===== config.mk =====
export PLATFORM = sky130hd
export DESIGN_NAME = timer_seq_ctrl
export DESIGN_NICKNAME = d
export VERILOG_FILES = /design/src/rtl/timer_seq_ctrl_pkg.sv /design/src/rtl/timer_seq_ctrl_tick_gen.sv /design/src/rtl/timer_seq_ctrl.sv
export SDC_FILE = /design/constraint.sdc
export NUM_CORES = 1
export LEC_CHECK = 0
export CAP_MARGIN = 20
export CORE_ASPECT_RATIO = 1.75
export CORE_MARGIN = 3
export CORE_UTILIZATION = 57
export CTS_CLUSTER_SIZE = 20
export DETAILED_ROUTE_END_ITERATION = 10
export GPL_TIMING_DRIVEN = 1
export MAX_ROUTING_LAYER = met4
export PLACE_DENSITY = 0.79
export SYNTH_ARGS = -nofsm -noshare
export SYNTH_HDL_FRONTEND = slang
export SYNTH_SLANG_ARGS = --single-unit

===== constraint.sdc =====
create_clock -name clk -period 3.05 [get_ports clk]
set_clock_uncertainty 0.15 [all_clocks]
set_input_delay 0.61 -clock clk [delete_from_list [all_inputs] [get_ports clk]]
set_output_delay 0.61 -clock clk [all_outputs]
set_load 0.01 [all_outputs]

===== src/rtl/timer_seq_ctrl_pkg.sv =====
// Shared definitions for the stopwatch/countdown sequencing controller.
//   state_t : controller states, encodings are visible on the debug port
//   MIN_T..SEC_O : digit_sel index of each BCD digit (3 = leftmost)
//   UP/DOWN : count direction values driven on dir
package timer_seq_ctrl_pkg;

  typedef enum logic [2:0] {
    DIR_SET = 3'd0,
    NUM_SET = 3'd1,
    LOAD    = 3'd2,
    RUN     = 3'd3,
    DONE    = 3'd4
  } state_t;

  localparam logic [1:0] MIN_T = 2'd3;
  localparam logic [1:0] MIN_O = 2'd2;
  localparam logic [1:0] SEC_T = 2'd1;
  localparam logic [1:0] SEC_O = 2'd0;

  localparam logic UP   = 1'b0;
  localparam logic DOWN = 1'b1;

endpackage


===== src/rtl/timer_seq_ctrl_tick_gen.sv =====
// Divider producing one wrap strobe every TICK_DIV enabled cycles.
//   clk, rst : clock, async active-high reset
//   en       : advance the divider this cycle (holds when low)
//   clr      : synchronous clear, wins over en
//   wrap     : combinational, high in the enabled cycle at TICK_DIV-1
module tick_gen #(
  parameter int TICK_DIV = 10000000
) (
  input  logic clk,
  input  logic rst,
  input  logic en,
  input  logic clr,
  output logic wrap
);

  localparam int W = (TICK_DIV > 1) ? $clog2(TICK_DIV) : 1;
  localparam logic [W-1:0] LAST = W'(TICK_DIV - 1);

  logic [W-1:0] cnt;

  assign wrap = en && !clr && (cnt == LAST);

  // cnt never exceeds LAST, so the increment cannot overflow its width
  always_ff @(posedge clk or posedge rst) begin
    if (rst) begin
      cnt <= '0;
    end else if (clr) begin
      cnt <= '0;
    end else if (en) begin
      cnt <= (cnt == LAST) ? '0 : cnt + 1'b1;
    end
  end

endmodule


===== src/rtl/timer_seq_ctrl.sv =====
// Sequencing controller for the MM:SS BCD stopwatch/countdown datapath.
// Walks the user through direction select, target entry, load, run/pause
// and completion; issues one-cycle command strobes and the count tick.
//   inputs : enter_p, inc_p, dir_p (one-cycle pulses), run_en (level),
//            at_zero, at_target (datapath compares)
//   outputs: dir, digit_sel, blank, done, alarm (levels), state (debug),
//            digit_inc, clr, load_target, load_start, tick (strobes)
// All outputs are registered; strobes follow their cause by one cycle.
module timer_seq_ctrl
  import timer_seq_ctrl_pkg::*;
#(
  parameter int TICK_DIV    = 10000000,
  parameter int ALARM_TICKS = 30
) (
  input  logic       clk,
  input  logic       rst,
  input  logic       enter_p,
  input  logic       inc_p,
  input  logic       dir_p,
  input  logic       run_en,
  input  logic       at_zero,
  input  logic       at_target,
  output logic       dir,
  output logic [1:0] digit_sel,
  output logic       digit_inc,
  output logic       clr,
  output logic       load_target,
  output logic       load_start,
  output logic       tick,
  output logic       blank,
  output logic [2:0] state,
  output logic       done,
  output logic       alarm
);

  localparam int AW = (ALARM_TICKS > 0) ? $clog2(ALARM_TICKS + 1) : 1;
  localparam logic [AW-1:0] ACNT_MAX = AW'(ALARM_TICKS);

  state_t        state_q, state_n;
  logic          dir_n, blank_n, done_n, alarm_n;
  logic [1:0]    sel_n;
  logic          inc_n, clr_n, lt_n, ls_n, tick_n;
  logic [AW-1:0] acnt, acnt_n;
  logic          div_en, div_clr, div_wrap, terminal;

  // One divider serves both the count tick in RUN and the alarm time base
  // in DONE; it is cleared on entry to each so both start at a known phase.
  tick_gen #(.TICK_DIV(TICK_DIV)) u_tick_gen (
    .clk  (clk),
    .rst  (rst),
    .en   (div_en),
    .clr  (div_clr),
    .wrap (div_wrap)
  );

  assign terminal = (dir == DOWN) ? at_zero : at_target;
  assign state    = state_q;

  always_comb begin
    state_n = state_q;
    dir_n   = dir;
    sel_n   = digit_sel;
    blank_n = blank;
    done_n  = done;
    alarm_n = alarm;
    acnt_n  = acnt;
    inc_n   = 1'b0;
    clr_n   = 1'b0;
    lt_n    = 1'b0;
    ls_n    = 1'b0;
    tick_n  = 1'b0;
    div_en  = 1'b0;
    div_clr = 1'b0;
    case (state_q)
      DIR_SET: begin
        blank_n = 1'b1;
        div_clr = 1'b1;
        if (dir_p) dir_n = ~dir;
        if (enter_p) begin
          state_n = NUM_SET;
          clr_n   = 1'b1;
          sel_n   = MIN_T;
          blank_n = 1'b0;
        end
      end
      NUM_SET: begin
        div_clr = 1'b1;
        if (enter_p) begin
          if (digit_sel != SEC_O) begin
            sel_n = digit_sel - 2'd1;
          end else begin
            lt_n    = 1'b1;
            state_n = LOAD;
          end
        end else if (inc_p) begin
          inc_n = 1'b1;
        end
      end
      LOAD: begin
        ls_n    = 1'b1;
        div_clr = 1'b1;
        state_n = RUN;
      end
      RUN: begin
        if (terminal) begin
          state_n = DONE;
          done_n  = 1'b1;
          alarm_n = 1'b1;
          acnt_n  = '0;
          div_clr = 1'b1;
        end else begin
          div_en = run_en;
          tick_n = div_wrap;
        end
      end
      DONE: begin
        div_en = 1'b1;
        if (div_wrap && acnt != ACNT_MAX) acnt_n = acnt + 1'b1;
        // once cleared the alarm stays low; the counter saturates at max
        alarm_n = alarm && (acnt_n != ACNT_MAX);
        if (enter_p) begin
          state_n = DIR_SET;
          clr_n   = 1'b1;
          blank_n = 1'b1;
          done_n  = 1'b0;
          alarm_n = 1'b0;
          acnt_n  = '0;
          div_clr = 1'b1;
        end
      end
      default: begin
        state_n = DIR_SET;
        blank_n = 1'b1;
        done_n  = 1'b0;
        alarm_n = 1'b0;
        acnt_n  = '0;
        div_clr = 1'b1;
      end
    endcase
  end

  always_ff @(posedge clk or posedge rst) begin
    if (rst) begin
      state_q     <= DIR_SET;
      dir         <= UP;
      digit_sel   <= MIN_T;
      blank       <= 1'b1;
      done        <= 1'b0;
      alarm       <= 1'b0;
      acnt        <= '0;
      digit_inc   <= 1'b0;
      clr         <= 1'b0;
      load_target <= 1'b0;
      load_start  <= 1'b0;
      tick        <= 1'b0;
    end else begin
      state_q     <= state_n;
      dir         <= dir_n;
      digit_sel   <= sel_n;
      blank       <= blank_n;
      done        <= done_n;
      alarm       <= alarm_n;
      acnt        <= acnt_n;
      digit_inc   <= inc_n;
      clr         <= clr_n;
      load_target <= lt_n;
      load_start  <= ls_n;
      tick        <= tick_n;
    end
  end

endmodule

Word-level counts from Yosys, hierarchy flattened
Cells that the tools add are included.
{ "totals": {"reg_bits": 43, "in_bits": 8, "out_inout_bits": 14, "wordCells": 92} }
{ "op_classes": {"n_addsub": 3, "n_eq_ne": 13, "muxes": 42, "bitwise": 3, "n_reduce_logical": 18} }
{ "ops": {"columns": ["op", "n"], "rows": [
  ["two-way mux 24 bit", 3],
  ["adder 24 x 1 -> 24 bit, second input constant", 1],
  ["equality test 24 bit, second input constant", 1],
  ["two-way mux 5 bit", 4],
  ["two-way mux 1 bit", 19],
  ["two-way mux 3 bit", 5],
  ["case mux 3 bit (5 select lines)", 1],
  ["case mux 5 bit (3 select lines)", 1],
  ["inequality test 2 bit, second input constant", 6],
  ["inequality test 5 bit, second input constant", 2],
  ["case mux 1 bit (3 select lines)", 3],
  ["equality test 3 x 2 -> 1 bit, second input constant", 2],
  ["two-way mux 2 bit", 3],
  ["AND reduction 2 bit", 3],
  ["nonzero test 2 bit", 3],
  ["OR reduction 3 bit", 2],
  ["adder 5 x 1 -> 5 bit, second input constant", 1],
  ["AND reduction 5 bit", 1],
  ["logical AND 1 bit", 4],
  ["case mux 1 bit (2 select lines)", 2],
  ["case mux 2 bit (2 select lines)", 1],
  ["AND reduction 4 bit", 1],
  ["equality test 3 x 1 -> 1 bit, second input constant", 1],
  ["equality test 3 bit, second input constant", 1],
  ["other kinds (6)", 8]
]} }

Depth between registers and ports, before layout
{ "logic_depth": {"depth_word": 13, "ltp_mapped": 8, "mapped_depth_nobuf": 8} }

Modules after synthesis
A second synthesis with hierarchy kept.
{ "hier_totals": {"cells_unflattened": 280, "hier_area_um2": 2533.7} }
{ "modules_own_cells": {"columns": ["module", "instances", "cells_per_inst", "area_per_inst_um2"], "rows": [
  ["tick_gen", 1, 169, 1482.7],
  ["timer_seq_ctrl", 1, 111, 1051.0]
]} }

Least setup slack after synthesis
OpenSTA, ideal clock, no wires.
{ "synth_path": {"path_type": "input -> register", "start": "input port enter_p", "end": "register u_tick_gen.cnt[20]", "arrival_ns": 2.085, "required_time_ns": 2.831, "slack_ns": 0.746, "cell_stages": 6, "path_buffers": 1, "path_cell_list": "clkbuf_1 nor4b_4 a41oi_2 o21bai_4 or4_1 nand3_1"} }
{ "synth_between": {"elab_chain_cells": 3, "elab_cells_between_ends": 4} }
{ "synth_rtl": {"columns": ["element", "line_no", "source"], "rows": [
  ["start, declared", "timer_seq_ctrl.sv:17", "input logic enter_p,"],
  ["two-way mux 1 bit *", "timer_seq_ctrl.sv:121", "if (enter_p) begin"],
  ["case mux 1 bit (2 select lines) *", "timer_seq_ctrl.sv:74", "case (state_q)"],
  ["two-way mux 24 bit or nonzero test 2 bit (tied branches)", null, null],
  ["end signal, assigned", "timer_seq_ctrl_tick_gen.sv:30", "cnt <= (cnt == LAST) ? '0 : cnt + 1'b1;"],
  ["end, declared", "timer_seq_ctrl_tick_gen.sv:19", "logic [W-1:0] cnt;"]
]} }
Every way passes the cells marked *; elsewhere a longest branch is shown, timed or not.
A chain may end at the register's enable or synchronous reset.

Final worst setup path
{ "layout_path": {"start": "register u_tick_gen.cnt[0]", "end": "register alarm"} }
{ "layout_between": {"elab_chain_cells": 9} }
{ "layout_rtl": {"columns": ["element", "line_no", "source"], "rows": [
  ["equality test 24 bit", "timer_seq_ctrl_tick_gen.sv:21", "assign wrap = en && !clr && (cnt == LAST);"],
  ["logical AND 1 bit", "timer_seq_ctrl_tick_gen.sv:21", null],
  ["logical AND 1 bit", "timer_seq_ctrl.sv:118", "if (div_wrap && acnt != ACNT_MAX) acnt_n = acnt + 1'b1;"],
  ["two-way mux 5 bit", "timer_seq_ctrl.sv:118", null],
  ["two-way mux 5 bit", "timer_seq_ctrl.sv:74", null],
  ["inequality test 5 bit", "timer_seq_ctrl.sv:120", "alarm_n = alarm && (acnt_n != ACNT_MAX);"],
  ["logical AND 1 bit", "timer_seq_ctrl.sv:120", null],
  ["two-way mux 1 bit", "timer_seq_ctrl.sv:121", null],
  ["case mux 1 bit (3 select lines)", "timer_seq_ctrl.sv:74", null],
  ["end signal, assigned", "timer_seq_ctrl.sv:162", "alarm <= alarm_n;"],
  ["end, declared", "timer_seq_ctrl.sv:33", "output logic alarm"]
]} }
No other way between the ends. The select of a mux whose other input is x is not followed.

==> parameters.txt <==
Parameter                              Value

Run status
  Status ... finished clean

Power and ir drop
  Share of power burned in the clock network ... 23.1%
  Leakage component of the power ... 1.150 nW
  Switching fraction of total power ... 32.69%
  Pwr per Cell Area ... 580.8 nW/um^2
  Combinational share of power ... 31.0%
  Maximum VDD drop ... 443.3 uV
  Portion of total power attributed to sequential cells ... 45.9%
  Pwr Total ... 0.001607 W
  NetSw ... 0.0005252 W
  Int Pwr ... 0.001082 W

Final layout
  P&R area growth vs syn ... 14.92%
  Final core utilization ... 69.53%
  Post-route cell area ... 2766 sq um
  Number of diodes ... 0
  Fillers ... 354
  Final Net Count ... 301
  Layout cell share with drive strength beyond 1 ... 11.38%

Yosys
  Complex-gate fraction of the synthesized area ... 18.71%
  Unique cell type count in the Yosys netlist ... 48
  Post-Synth Adder-Cell Area ... 2.079%
  EDFF count, synth ... 0
  Xor/xnor share of the synthesized area ... 2.547%
  Portion of netlist area occupied by mux cells ... 1.299%
  Post-synthesis sequential area ratio ... 44.85%
  Netlist area before placement ... 2407 sq um
  Synth Net Count ... 277
  Fraction of registers with async set or reset after synthesis ... 100.0%
  Count of warnings emitted by yosys ... 0
  Most used flip-flop cell after synthesis ... dfrtp_1
  Cells after Synth ... 265
  Syn avg cell area ... 9.084 sq um
  Register bit count reported by yosys ... 43
  Simple logic cell fraction of the synthesized area ... 26.98%
  Combinational family with the most area after synthesis ... simple AND/OR/NAND/NOR gates

Placement
  Count of port buffers added during placement ... 21
  Detailed placer's ending HPWL ... 3776 um
  Cell area reported after detailed placement ... 2675 sq um
  Routability Congestion ... 0.8261
  Pre-CTS setup slack ... 0.2476 ns

Floorplan
  Die boundary width ... 55.13 um
  Die footprint ... 5070 sq um
  Boundary pin count ... 22
  Core outline area ... 3979 sq um
  Initial core utilization ... 60.50%
  Height of the die ... 91.97 um
  Standard-cell rows ... 30

Clocking
  Maximum root-to-sink buffer count ... 2
  Post-CTS clock slew at the launch and capture registers of the worst setup and hold paths ... 0.08 ns
  Number of buffers inserted during clock tree synthesis ... 5
  Master cell of the clock root buffer ... clkbuf_8
  Post CTS Setup Buffer Count ... 0
  Number of buffers added to fix hold violations after cts ... 0
  CTS HTree Levels ... 2
  Total clock sinks ... 43
  CTS tree ... done
  Clock latency at the later pin of the worst-skew pair ... 0.29 ns
  Number of instances resized during post-cts repair ... 0

Worst hold path
  Hold path startpoint ... blank
  Worst min-delay path category ... reg2reg
  Hold Path Depth ... 2
  WHS Endpoint ... blank

GRT
  Number of antenna violations at the first check in global routing ... 0
  Via count of the first global-routing pass ... 1987
  Global-route wire length before repair ... 8797 um
  Global-route usage over all layers ... 23.99%
  Maximum number of pins on one net before global-route repair ... 44
  Sum of overflow across all layers after global routing ... 0

STA
  Max Clk Rate ... 0.3823 GHz
  Setup Total Neg Slack ... 0 ns
  Hold Vio Cnt, Final ... 0
  Total count of max-transition violations in the final report ... 0
  Setup repair after global routing missed its margin ... no
  Setup violations, final ... 0
  Worst Max-Slew Pin Slew ... 0.5383 ns
  Headroom to the max-slew limit ... 63.98%
  Crit path time final ... 2.616 ns
  Setup ws final ... 0.4342 ns
  Period Utilization, post-route ... 85.76%

Critical path
  Depth of the most critical reg-to-reg path ... 7
  CP Launch Type ... flop
  Data arrival, critical path ... 2.68 ns
  Worst endpoint required time ... 3.12 ns
  Beginning of the worst register-to-register path ... u_tick_gen.cnt[0]
  Endpoint class of the critical path ... flop
  CP Class ... reg2reg
  Register-to-Register Setup Slack ... 0.43 ns
  Largest stage delay, worst path ... 0.48 ns
  Chain of cells forming the critical path ... ha_1, nand3_1, nand4bb_2, nor4_1, nor3b_2, o31ai_1, a41oi_2
  Slowest library cell on the worst path ... nor4_1
  Critical path launch point ... u_tick_gen.cnt[0]
  Endpoint of the lowest-slack register-to-register path ... alarm
  Maximum fanout count along the critical path ... 6

Drt
  DRC ... 0
  Antenna Nets Post-Route ... 0
  TritonRoute pass-1 iters ... 6
  Wire length per cell after detailed routing ... 15.76 um
  Sum of routed wire length over all layers ... 5327 um
  Count of routing violations after the opening detailed-route iteration ... 51
  Vias/cell ... 6.109
  Total vias in the final route ... 2065

Flow run
  Maximum capacitance violations ... 0
==> worst max-delay path: cells and delay by family (launching register included) <==
| family | cells | cell delay [ns] |
|---|---|---|
| simple gates | 4 | 1.36 |
| flops | 1 | 0.41 |
| compound gates | 2 | 0.38 |
| fa+ha+maj | 1 | 0.24 |
==> cells by family after synthesis <==
kind of cell,after synthesis
multiplexers,3
AND/OR/NAND/NOR,115
adder cells (fa/ha/maj),4
flip-flops,43
XOR/XNOR,7
AO/OA/AOI/OAI,75
buffers and inverters,18
==> synthesized netlist by cell type (2+ instances only) <==
cell type / instances / share of area (%)
dfrtp_1: 40 / 42
a22o_1: 2 / 0.73
buf_6: 2 / 0.94
clkbuf_1: 8 / 1.2
o21ai_1: 31 / 6.4
inv_1: 6 / 0.94
o31ai_1: 6 / 1.9
a21oi_1: 11 / 2.3
nor3_1: 6 / 1.2
nor2_1: 19 / 3.0
mux2i_1: 2 / 0.83
xor2_1: 3 / 1.1
a31oi_1: 3 / 0.78
dfstp_2: 3 / 3.3
ha_1: 4 / 2.1
nor4_1: 3 / 0.78
a41oi_2: 2 / 1.4
and3_1: 10 / 2.6
nor2b_1: 6 / 1.6
xnor2_1: 4 / 1.5
nand3_1: 17 / 3.5
buf_2: 2 / 0.42
o22ai_1: 2 / 0.52
nor4_2: 2 / 1.0
nand4_1: 5 / 1.3
o21ai_0: 13 / 2.7
and2_1: 2 / 0.52
nand2_1: 30 / 4.7
and4_1: 2 / 0.73
==> through the flow <==
stage | instances | hold slack [ns]
6_report | 338 | 0.3466
5_1_grt | 338 | 0.3618
4_1_cts | 338 | 0.3500
3_5_place_dp | 330 | 0.3370
3_3_place_gp | 330 | 0.3256
2_1_floorplan | 265 | 0.3101
==> layout make-up <==
type / count / area, sq um / share of cell area (%)
clock inverter: 1 / 5.005 / 0.1809
sequential: 43 / 1080 / 39.03
clock buffer: 7 / 86.33 / 3.121
timing repair buffer: 29 / 270.3 / 9.769
multi-input combinational: 204 / 1242 / 44.91
tap: 48 / 60.06 / 2.171
inverter: 6 / 22.52 / 0.8141
==> power by group through the flow <==
stage               Sequential [W]  Clock, W  Combinational (W)
global route              0.000752  0.000405           0.000556
global placement          0.000746         0           0.000486
detailed placement        0.000749         0           0.000497
finish                    0.000738  0.000371           0.000498
CTS                       0.000737  0.000385           0.000503
floorplan                 0.000741         0           0.000296
==> per-layer routing <==
| metal | vias to the layer above | global-route usage, % | share of wire (%) |
|---|---|---|---|
| met5 | - | - | 0 |
| met4 | 0 | 11.36 | 2.8 |
| met3 | 15 | 3.577 | 2.9 |
| met2 | 42 | 40.71 | 55 |
| met1 | 998 | 25.96 | 40 |
| li1 | 1010 | - | - |
==> sequential cells by signal (all words and copies together) (netlist names), 2 cells and up <==
register / count
digit_sel: 2
state: 3
u_tick_gen.cnt: 24
acnt: 5
==> how the worst max path moves through the flow <==
stage	depth (start not counted)	slack [ns]	to
detailed placement	6	0.25	u_tick_gen.cnt[20]
global placement	6	0.28	u_tick_gen.cnt[20]
CTS	7	0.44	alarm
global route	7	0.26	alarm
floorplan	6	0.75	u_tick_gen.cnt[20]
finish	7	0.43	alarm
==> placed cells by master, fill, tap and decap left out, drive strengths merged, types with 2 or more instances in the layout <==
cell / instances
nor2b: 6
or4b: 2
a21oi: 11
nand3: 18
mux2i: 2
dfrtp: 40
clkbuf: 7
buf: 8
nand4: 5
clkdlybuf4s50: 21
nor3: 6
a41oi: 2
o31ai: 6
dfstp: 3
a31oi: 3
nor4: 5
xor2: 3
o22ai: 2
inv: 6
nor2: 19
nand2: 30
a22o: 2
o21ai: 44
xnor2: 4
and3: 11
and2: 2
nor3b: 2
ha: 4
and4: 3
Power figures use the tool's default switching activity.
